<file path="config.mk">
export PLATFORM = sky130hd
export DESIGN_NAME = img_buffer_ctrl_flat
export DESIGN_NICKNAME = d
export VERILOG_FILES = /design/src/rtl/img_buf_pkg.sv /design/src/rtl/img_buffer_ctrl_if.sv /design/src/rtl/img_byte_store.sv /design/src/rtl/img_buffer_ctrl.sv /design/src/flat_wrapper.sv
export SDC_FILE = /design/constraint.sdc
export NUM_CORES = 2
export LEC_CHECK = 0
export CELL_PAD_IN_SITES_DETAIL_PLACEMENT = 1
export CELL_PAD_IN_SITES_GLOBAL_PLACEMENT = 2
export CORE_AREA = 5 5 367 369
export CTS_CLUSTER_DIAMETER = 60
export DETAILED_ROUTE_END_ITERATION = 8
export DIE_AREA = 0 0 372 374
export PLACE_DENSITY_LB_ADDON = 0.1
export REMOVE_ABC_BUFFERS = 1
export SKIP_LAST_GASP = 1
export SYNTH_ARGS = -nofsm -noshare
export SYNTH_HDL_FRONTEND = slang
export SYNTH_SLANG_ARGS = --single-unit
</file>
<file path="constraint.sdc">
create_clock -name clk -period 2.9 [get_ports clk]
set_clock_uncertainty 0.2 [all_clocks]
set_input_delay 0.725 -clock clk [delete_from_list [all_inputs] [get_ports clk]]
set_output_delay 0.725 -clock clk [all_outputs]
set_load 0.005 [all_outputs]
</file>
<file path="src/rtl/img_buf_pkg.sv">
// Shared types and defaults for the image buffer controller.
// Optional result watchdog is enabled with the IMG_BUF_TIMEOUT_EN macro.
package img_buf_pkg;

  localparam int unsigned IMG_BITS_DEFAULT  = 904;
  localparam int unsigned IMG_BYTES_DEFAULT = 113;
  localparam int unsigned TIMEOUT_DEFAULT   = 4096;
  localparam int unsigned FILL_CNT_W        = 7;
  localparam logic [3:0]  TIMEOUT_RESULT    = 4'hF;

  typedef enum logic [1:0] {
    FILL     = 2'd0,
    WAIT_RES = 2'd1,
    CLEAR    = 2'd2,
    REPORT   = 2'd3
  } state_t;

endpackage

</file>
<file path="src/rtl/img_buffer_ctrl_if.sv">
// Host-side link: byte stream in (valid/ready), result out (valid/ack), abort and status.
// master = host, slave = image buffer controller.
interface img_buffer_ctrl_if;

  logic [7:0]                        rx_data;
  logic                              rx_valid;
  logic                              rx_ready;
  logic                              clear_req;
  logic [3:0]                        res_data;
  logic                              res_valid;
  logic                              res_ack;
  logic                              res_timeout;
  logic [img_buf_pkg::FILL_CNT_W-1:0] fill_count;

  modport master (
    output rx_data, rx_valid, clear_req, res_ack,
    input  rx_ready, res_data, res_valid, res_timeout, fill_count
  );

  modport slave (
    input  rx_data, rx_valid, clear_req, res_ack,
    output rx_ready, res_data, res_valid, res_timeout, fill_count
  );

endinterface

</file>
<file path="src/rtl/img_byte_store.sv">
// Image register: byte k lands at img[IMG_BITS-1-8k -: 8], one write per cycle, no backpressure.
// Contents persist across images; only reset clears them.
module img_byte_store
  import img_buf_pkg::*;
#(
  parameter int unsigned IMG_BITS  = IMG_BITS_DEFAULT,
  parameter int unsigned IMG_BYTES = IMG_BYTES_DEFAULT
) (
  input  logic                  clk,
  input  logic                  rst_n,
  input  logic                  wr_en,
  input  logic [FILL_CNT_W-1:0] wr_idx,
  input  logic [7:0]            wr_dat,
  output logic [IMG_BITS-1:0]   img
);

  logic [IMG_BITS-1:0] img_q;
  logic [IMG_BITS-1:0] img_d;

  always_comb begin
    img_d = img_q;
    for (int k = 0; k < int'(IMG_BYTES); k++) begin
      if (wr_en && (wr_idx == FILL_CNT_W'(k))) begin
        img_d[IMG_BITS-1-8*k -: 8] = wr_dat;
      end
    end
  end

  always_ff @(posedge clk) begin
    if (!rst_n) begin
      img_q <= '0;
    end else begin
      img_q <= img_d;
    end
  end

  assign img = img_q;

endmodule

</file>
<file path="src/rtl/img_buffer_ctrl.sv">
// Collects IMG_BYTES host bytes, runs one BNN inference, reports the digit back to the host.
// rx_ready only in FILL; result held until res_ack; clear_req aborts. Watchdog: IMG_BUF_TIMEOUT_EN.
module img_buffer_ctrl
  import img_buf_pkg::*;
#(
  parameter int unsigned IMG_BITS       = IMG_BITS_DEFAULT,
  parameter int unsigned IMG_BYTES      = IMG_BYTES_DEFAULT,
  parameter int unsigned TIMEOUT_CYCLES = TIMEOUT_DEFAULT
) (
  input  logic                 clk,
  input  logic                 rst_n,
  img_buffer_ctrl_if.slave     host,
  output logic [IMG_BITS-1:0]  img_out,
  output logic                 img_buffer_full,
  output logic                 bnn_enable,
  output logic                 bnn_clear,
  input  logic [3:0]           result_in,
  input  logic                 result_ready
);

  state_t                state_q, state_d;
  logic [FILL_CNT_W-1:0] fill_count_q, fill_count_d;
  logic                  rx_ready_q, rx_ready_d;
  logic [3:0]            res_data_q, res_data_d;
  logic                  res_timeout_q, res_timeout_d;
  logic                  skip_report_q, skip_report_d;
  logic                  wr_en;
  logic                  accept;
  logic                  to_fire;

`ifdef IMG_BUF_TIMEOUT_EN
  localparam int unsigned TMR_W = $clog2(TIMEOUT_CYCLES + 1);
  logic [TMR_W-1:0] tmr_q, tmr_d;

  // Counter restarts from zero on every entry to WAIT_RES.
  always_comb begin
    tmr_d   = '0;
    to_fire = 1'b0;
    if (state_q == WAIT_RES) begin
      tmr_d   = tmr_q + 1'b1;
      to_fire = (tmr_q == TMR_W'(TIMEOUT_CYCLES - 1));
    end
  end

  always_ff @(posedge clk) begin
    if (!rst_n) begin
      tmr_q <= '0;
    end else begin
      tmr_q <= tmr_d;
    end
  end
`else
  assign to_fire = 1'b0;
`endif

  assign accept = (state_q == FILL) && rx_ready_q && host.rx_valid && !host.clear_req;

  always_comb begin
    state_d       = state_q;
    fill_count_d  = fill_count_q;
    res_data_d    = res_data_q;
    res_timeout_d = res_timeout_q;
    skip_report_d = skip_report_q;
    wr_en         = 1'b0;

    case (state_q)
      FILL: begin
        if (host.clear_req) begin
          fill_count_d = '0;
        end else if (accept) begin
          wr_en        = 1'b1;
          fill_count_d = fill_count_q + 1'b1;
          if (fill_count_q == FILL_CNT_W'(IMG_BYTES - 1)) begin
            state_d = WAIT_RES;
          end
        end
      end
      WAIT_RES: begin
        if (host.clear_req) begin
          state_d       = CLEAR;
          skip_report_d = 1'b1;
        end else if (result_ready) begin
          state_d       = CLEAR;
          res_data_d    = result_in;
          skip_report_d = 1'b0;
        end else if (to_fire) begin
          state_d       = CLEAR;
          res_data_d    = TIMEOUT_RESULT;
          res_timeout_d = 1'b1;
          skip_report_d = 1'b0;
        end
      end
      CLEAR: begin
        // An abort seen here or in WAIT_RES drops the result and skips REPORT.
        if (skip_report_q || host.clear_req) begin
          state_d       = FILL;
          fill_count_d  = '0;
          res_timeout_d = 1'b0;
          skip_report_d = 1'b0;
        end else begin
          state_d = REPORT;
        end
      end
      REPORT: begin
        if (host.clear_req || host.res_ack) begin
          state_d       = FILL;
          fill_count_d  = '0;
          res_timeout_d = 1'b0;
        end
      end
      default: begin
        state_d = FILL;
      end
    endcase

    rx_ready_d = (state_d == FILL);
  end

  always_ff @(posedge clk) begin
    if (!rst_n) begin
      state_q       <= FILL;
      fill_count_q  <= '0;
      rx_ready_q    <= 1'b0;
      res_data_q    <= '0;
      res_timeout_q <= 1'b0;
      skip_report_q <= 1'b0;
    end else begin
      state_q       <= state_d;
      fill_count_q  <= fill_count_d;
      rx_ready_q    <= rx_ready_d;
      res_data_q    <= res_data_d;
      res_timeout_q <= res_timeout_d;
      skip_report_q <= skip_report_d;
    end
  end

  img_byte_store #(
    .IMG_BITS  (IMG_BITS),
    .IMG_BYTES (IMG_BYTES)
  ) u_store (
    .clk    (clk),
    .rst_n  (rst_n),
    .wr_en  (wr_en),
    .wr_idx (fill_count_q),
    .wr_dat (host.rx_data),
    .img    (img_out)
  );

  assign host.rx_ready    = rx_ready_q;
  assign host.fill_count  = fill_count_q;
  assign host.res_data    = res_data_q;
  assign host.res_valid   = (state_q == REPORT);
  assign host.res_timeout = res_timeout_q;
  assign img_buffer_full  = (state_q != FILL);
  assign bnn_enable       = (state_q == WAIT_RES);
  assign bnn_clear        = (state_q == CLEAR);

endmodule

</file>
<file path="src/flat_wrapper.sv">
// flat-port wrapper written by rule: the top's interface ports become plain ports
module img_buffer_ctrl_flat import img_buf_pkg::*;
#(
  parameter int unsigned IMG_BITS       = IMG_BITS_DEFAULT,
  parameter int unsigned IMG_BYTES      = IMG_BYTES_DEFAULT,
  parameter int unsigned TIMEOUT_CYCLES = TIMEOUT_DEFAULT
)
  (clk, rst_n, img_out, img_buffer_full, bnn_enable, bnn_clear, result_in, result_ready, host_rx_data, host_rx_valid, host_clear_req, host_res_ack, host_rx_ready, host_res_data, host_res_valid, host_res_timeout, host_fill_count);
  img_buffer_ctrl_if host_i ();
  input  logic clk;
  input  logic rst_n;
  output logic [IMG_BITS-1:0] img_out;
  output logic img_buffer_full;
  output logic bnn_enable;
  output logic bnn_clear;
  input  logic [3:0] result_in;
  input  logic result_ready;
  input wire logic [$bits(host_i.rx_data)-1:0] host_rx_data;
  input wire logic [$bits(host_i.rx_valid)-1:0] host_rx_valid;
  input wire logic [$bits(host_i.clear_req)-1:0] host_clear_req;
  input wire logic [$bits(host_i.res_ack)-1:0] host_res_ack;
  output wire logic [$bits(host_i.rx_ready)-1:0] host_rx_ready;
  output wire logic [$bits(host_i.res_data)-1:0] host_res_data;
  output wire logic [$bits(host_i.res_valid)-1:0] host_res_valid;
  output wire logic [$bits(host_i.res_timeout)-1:0] host_res_timeout;
  output wire logic [$bits(host_i.fill_count)-1:0] host_fill_count;
  assign host_i.rx_data = host_rx_data;
  assign host_i.rx_valid = host_rx_valid;
  assign host_i.clear_req = host_clear_req;
  assign host_i.res_ack = host_res_ack;
  assign host_rx_ready = host_i.rx_ready;
  assign host_res_data = host_i.res_data;
  assign host_res_valid = host_i.res_valid;
  assign host_res_timeout = host_i.res_timeout;
  assign host_fill_count = host_i.fill_count;
  img_buffer_ctrl #(.IMG_BITS(IMG_BITS), .IMG_BYTES(IMG_BYTES), .TIMEOUT_CYCLES(TIMEOUT_CYCLES)) u_core (.clk(clk), .rst_n(rst_n), .host(host_i), .img_out(img_out), .img_buffer_full(img_buffer_full), .bnn_enable(bnn_enable), .bnn_clear(bnn_clear), .result_in(result_in), .result_ready(result_ready));
endmodule
</file>
Word level (Yosys, flattened, before mapping) --
Index checks and enable logic that the tools add are counted.
Operators by class: $add $sub $neg 1, eq/ne operators 119, muxes and demuxes 22, bitwise logic cells 1, reduce and logical (&&, ||, !) cells 130
Operators by type and width (count):
- 7-bit == test (second input constant) | 49
- 7-bit by 6-bit == test with 1-bit output (second input constant) | 32
- 1-bit logical AND | 116
- 7-bit by 5-bit == test with 1-bit output (second input constant) | 16
- 7-bit by 4-bit == test with 1-bit output (second input constant) | 8
- 7-bit by 3-bit == test with 1-bit output (second input constant) | 4
- 7-bit two-way mux | 4
- 7-bit one-hot mux with 3 select lines | 1
- 7-bit by 2-bit == test with 1-bit output (second input constant) | 2
- 2-bit two-way mux | 7
- 3-bit AND reduction | 3
- 2-bit one-hot mux with 4 select lines | 1
- 7-bit by 1-bit adder with 7-bit output (second input constant) | 1
- 7-bit by 1-bit == test with 1-bit output (second input constant) | 1
- 7-bit zero test | 1
- 1-bit two-way mux | 7
- 2-bit nonzero test | 3
- 2-bit == test (second input constant) | 2
- 2-bit zero test | 2
- 2-bit by 1-bit inequality test with 1-bit output (second input constant) | 2
- 1-bit one-hot mux with 2 select lines | 2
- 4-bit AND reduction | 1
- 3-bit by 1-bit inequality test with 1-bit output (second input constant) | 1
- 3-bit by 2-bit inequality test with 1-bit output (second input constant) | 1
- other kinds (5) | 6
Storage, ports and cells: flip-flop bits (word level) 920, input port bits 18, output and inout port bits 921, word-level logic and storage cells 392

Depth between registers and ports, before layout --
depth in word-level cells 8, gate-level depth with buffers 9, depth with buffers taken out 6

Hierarchy --
From an unflattened synthesis, not the netlist that was laid out.
Unflattened totals: cells, all modules 3233, area, all modules 34055.2 um2
By module, submodules not included:
- img_byte_store | times used 1, cells an instance 3130, area each 33180.6 um2, seq. area each 18097.4 um2
- img_buffer_ctrl | times used 1, cells an instance 103, area each 874.6 um2, seq. area each 300.3 um2

Least setup slack after synthesis --
No wires, ideal clock.
path type input port to flip-flop, start in host_clear_req, end reg u_core.u_store.img_q[696] (netlist: u_core.u_store.img[696]), setup time 73 ps, arrival 2310 ps, data required time 2627 ps, path slack 317 ps, stages on the path 8, buffers on the path 4, cells stage by stage buf_2 > and3b_1 > clkbuf_2 > nand3_1 > buf_6 > buf_6 > nor3_2 > mux2i_1
On the way: longest elaborated chain between the ends 6
RTL lines:
- from (decl) | RTL line flat_wrapper.sv:20 | input wire logic [$bits(host_i.clear_req)-1:0] host_clear_req;
- 1-bit zero test | RTL line img_buffer_ctrl.sv:56 | assign accept = (state_q == FILL) && rx_ready_q && host.rx_valid && !host.clear_req;
- 1-bit logical AND | RTL line img_buffer_ctrl.sv:56
- 1-bit two-way mux | RTL line img_buffer_ctrl.sv:70 | end else if (accept) begin
- 1-bit two-way mux (*) | RTL line img_buffer_ctrl.sv:68 | if (host.clear_req) begin
- 1-bit two-way mux (*) | RTL line img_buffer_ctrl.sv:66 | case (state_q)
- 1-bit logical AND (*) | RTL line img_byte_store.sv:23 | if (wr_en && (wr_idx == FILL_CNT_W'(k))) begin
- to (signal assigned) | RTL line img_byte_store.sv:33 | img_q <= img_d;
- to (decl) | RTL line img_byte_store.sv:17 | logic [IMG_BITS-1:0] img_q;
Every way passes the cells marked *; elsewhere a longest branch is shown, timed or not. A chain may end at the register's enable or synchronous reset.

Final worst setup path --
start reg u_core.fill_count_q[1] (netlist: u_core.host.fill_count[1]), end out host_fill_count[1]
RTL lines:
- from (decl) | RTL line img_buffer_ctrl.sv:22 | logic [FILL_CNT_W-1:0] fill_count_q, fill_count_d;
- from (signal assigned) | RTL line img_buffer_ctrl.sv:129 | fill_count_q <= fill_count_d;
- to (decl) | RTL line flat_wrapper.sv:26 | output wire logic [$bits(host_i.fill_count)-1:0] host_fill_count;
No word-level cell between the ends.

==> flow_summary.ini <==
[logic_synthesis]
synth_cell_types = 49
synth_edf_count = 0
yosysTopAreaCell = dfxtp_1
synth_area_sq_um = 34500
synthFlopType = dfxtp_1
synth_seq_cells = 919
synth_common_cells = dfxtp_1 (919), mux2i_1 (908), nor2_1 (689)
synthesis.instances = 3208
yosysWarnings = 0
yosysMostFrequentCell = dfxtp_1
ys_top_cells_by_area = dfxtp_1 (53%), mux2i_1 (26%), nor2_1 (7.5%), nor4_4 (3.4%), nand2_1 (2.6%)
async_flop_share_pct = 0
ys_seq_area_share_pct = 53.3
syn_area_per_cell_sq_um = 10.8
yosys.area.top_type_share_pct = 53.3

[finish]
register_area_sq_um = 18400
fillerInstances = 14200
synthToLayoutAreaGrowth_pct = 50.1
drive_above_1_share_pct = 12.4
multi_input_area_sq_um = 15000
design_area_sq_um = 51800
layout.nets = 4238

[critical_path]
cp.required_ns = 1.98
cp_num_buf_inv = 1
cp-start-kind = register
worstPathMaxFanout = 7
max_stage_delay_ns = 0.68
critPathTopFamily = buffers and inverters
cp.arrival_ns = 1.86
crit_chain = clkdlybuf4s50_1
slowest_stage = clkdlybuf4s50_1
crit_path_end_kind = output pin
path_class = reg -> out

[sta]
tightest_slew_ns = 1.01
fmax_mhz = 359
hold_ws_ns = 0.201
max_slew_margin_pct = 32.3
hold_viol = 0
setup_tns_ns = 0
finalMaxSlewViolations = 0
setup_ws_ns = 0.118
min_period_over_period_pct = 95.9
finalSetupViolCount = 0
fin_crit_ns = 2.78
rsz0062_at_grt = false

[worst_hold_path]
min_path_type = in -> reg

[cts]
ctsRootBufferMaster = clkbuf_16
clk_pin_slew_ns = 0.06
ctsHoldBuffers = 0
ctsResizeCount = 17
cts.path.max_buffers = 3
cts_tree = built
htreeDepth = 3
cts_sinks = 919
insertion_delay_ns = 0.71
cts_made_buffers = 121
postCtsSetupRepairBufs = 0

[floorplan]
ios = 939
core_area_sq_um = 131000
die_x_um = 372
die_h_um = 374
row_count = 133
die_area_sq_um = 139000
start_util_pct = 26.4

[power_and_ir_drop]
total_leakage_power_nw = 19.1
vdd_drop_max_mv = 0.434
p_per_area_nw_per_um2 = 555
power_mw = 28.8

[global_routing]
grtUsageTotal_pct = 21.5
antenna_found_initial = 5
grt_pass1_vias = 27900
grt_pass1_wl_mm = 218
gr-total-overflow = 0
grt_max_degree = 85

[detailed_routing]
vias = 27000
wirelength_mm = 155
ant_nets = 0
drt_iter0_markers = 1127
first_pass_iters = 4
post_drt_wl_per_cell_um = 25.5
drc = 0
via_per_inst = 4.44

[run]
cap_violations = 0

[placement]
placed_cell_area_sq_um = 47700
io_buffers = 937
hpwl_mm = 109
dp_slack_ns = -0.0978
gp_congestion = 0.748

[outcome]
status = complete, no violations
layout make-up:
type	instances	area share, %
Multi-Input combinational cell	2022	28.8
Tap cell	1755	4.24
Sequential cell	919	35.5
Antenna cell	2	0.00965
Timing Repair Buffer	1148	23.4
Clock inverter	53	1.17
Clock buffer	172	6.77
Inverter	4	0.0531
state kept, by name, indices dropped and copies added, names as in the netlist:
register,flops
u_core.u_store.img,904
u_core.host.res_data,4
u_core.host.rx_ready,1
u_core.skip_report_q,1
u_core.state_q,2
u_core.host.fill_count,7
path summary, 6_finish.rpt:
| check | depth (start not counted) | to | startpoint | slack, ns |
|---|---|---|---|---|
| worst min-delay path | 3 | u_core.u_store.img[294] | host_rx_data[6] | 0.20 |
| worst min register to register | 2 | u_core.u_store.img[408] | u_core.u_store.img[408] | 0.25 |
| worst max register to register | 6 | u_core.u_store.img[385] | u_core.host.fill_count[5] | 0.43 |
| worst max-delay path | 1 | host_fill_count[1] | u_core.host.fill_count[1] | 0.12 |
per-layer routing:
| layer | vias up | global-route usage, % | wire [um] |
|---|---|---|---|
| met1 | 13300 | 25.1 | 62700 |
| met3 | 205 | 7.02 | 11800 |
| li1 | 12800 | - | - |
| met5 | - | 0 | 0 |
| met4 | 0 | 8.52 | 6310 |
| met2 | 693 | 36.2 | 74000 |
kinds of logic after synthesis:
group,Yosys count,synth area share (%)
fa+ha+maj,4,0.145
mux,908,26.3
buf+inv,267,3.59
compound gates,23,0.456
flops,919,53.3
simple gates,1086,16.2
other cells,1,0.0109
where the power goes:
group	switching, mW	internal (mW)	leakage (nW)
registers	0.00621	12.6	7.40
logic	0.660	0.173	9.67
clock network	6.06	9.23	2.02
total	6.73	22.0	19.1
placed cells by master (no fill, tap or decap), types with 4 or more instances in the layout:
master,instances
dlygate4sd2_1,9
nand4_2,12
nor2b_1,5
clkdlybuf4s50_1,919
dfxtp_2,5
clkinv_2,22
buf_12,95
dfxtp_1,914
or3_1,4
clkinv_4,5
clkbuf_1,24
nand3_1,5
a31oi_1,5
clkbuf_16,123
nor3_4,16
buf_6,4
inv_6,5
clkbuf_8,25
bufinv_16,9
nor4_4,55
a21oi_1,5
nand4_1,14
nor3_2,10
nor2_1,689
and3b_1,4
mux2i_1,908
buf_4,121
ha_1,4
and3_1,5
clkinvlp_4,8
nand2_1,237
through the flow:
stage | utilization, % | instances
floorplan | - | 2945
global placement | 36.5 | 5848
detailed placement | 36.5 | 5848
CTS | 39.6 | 6073
global route | 39.6 | 6075
finish | 39.6 | 6075
Note: power is estimated with default switching activity, not from simulation.
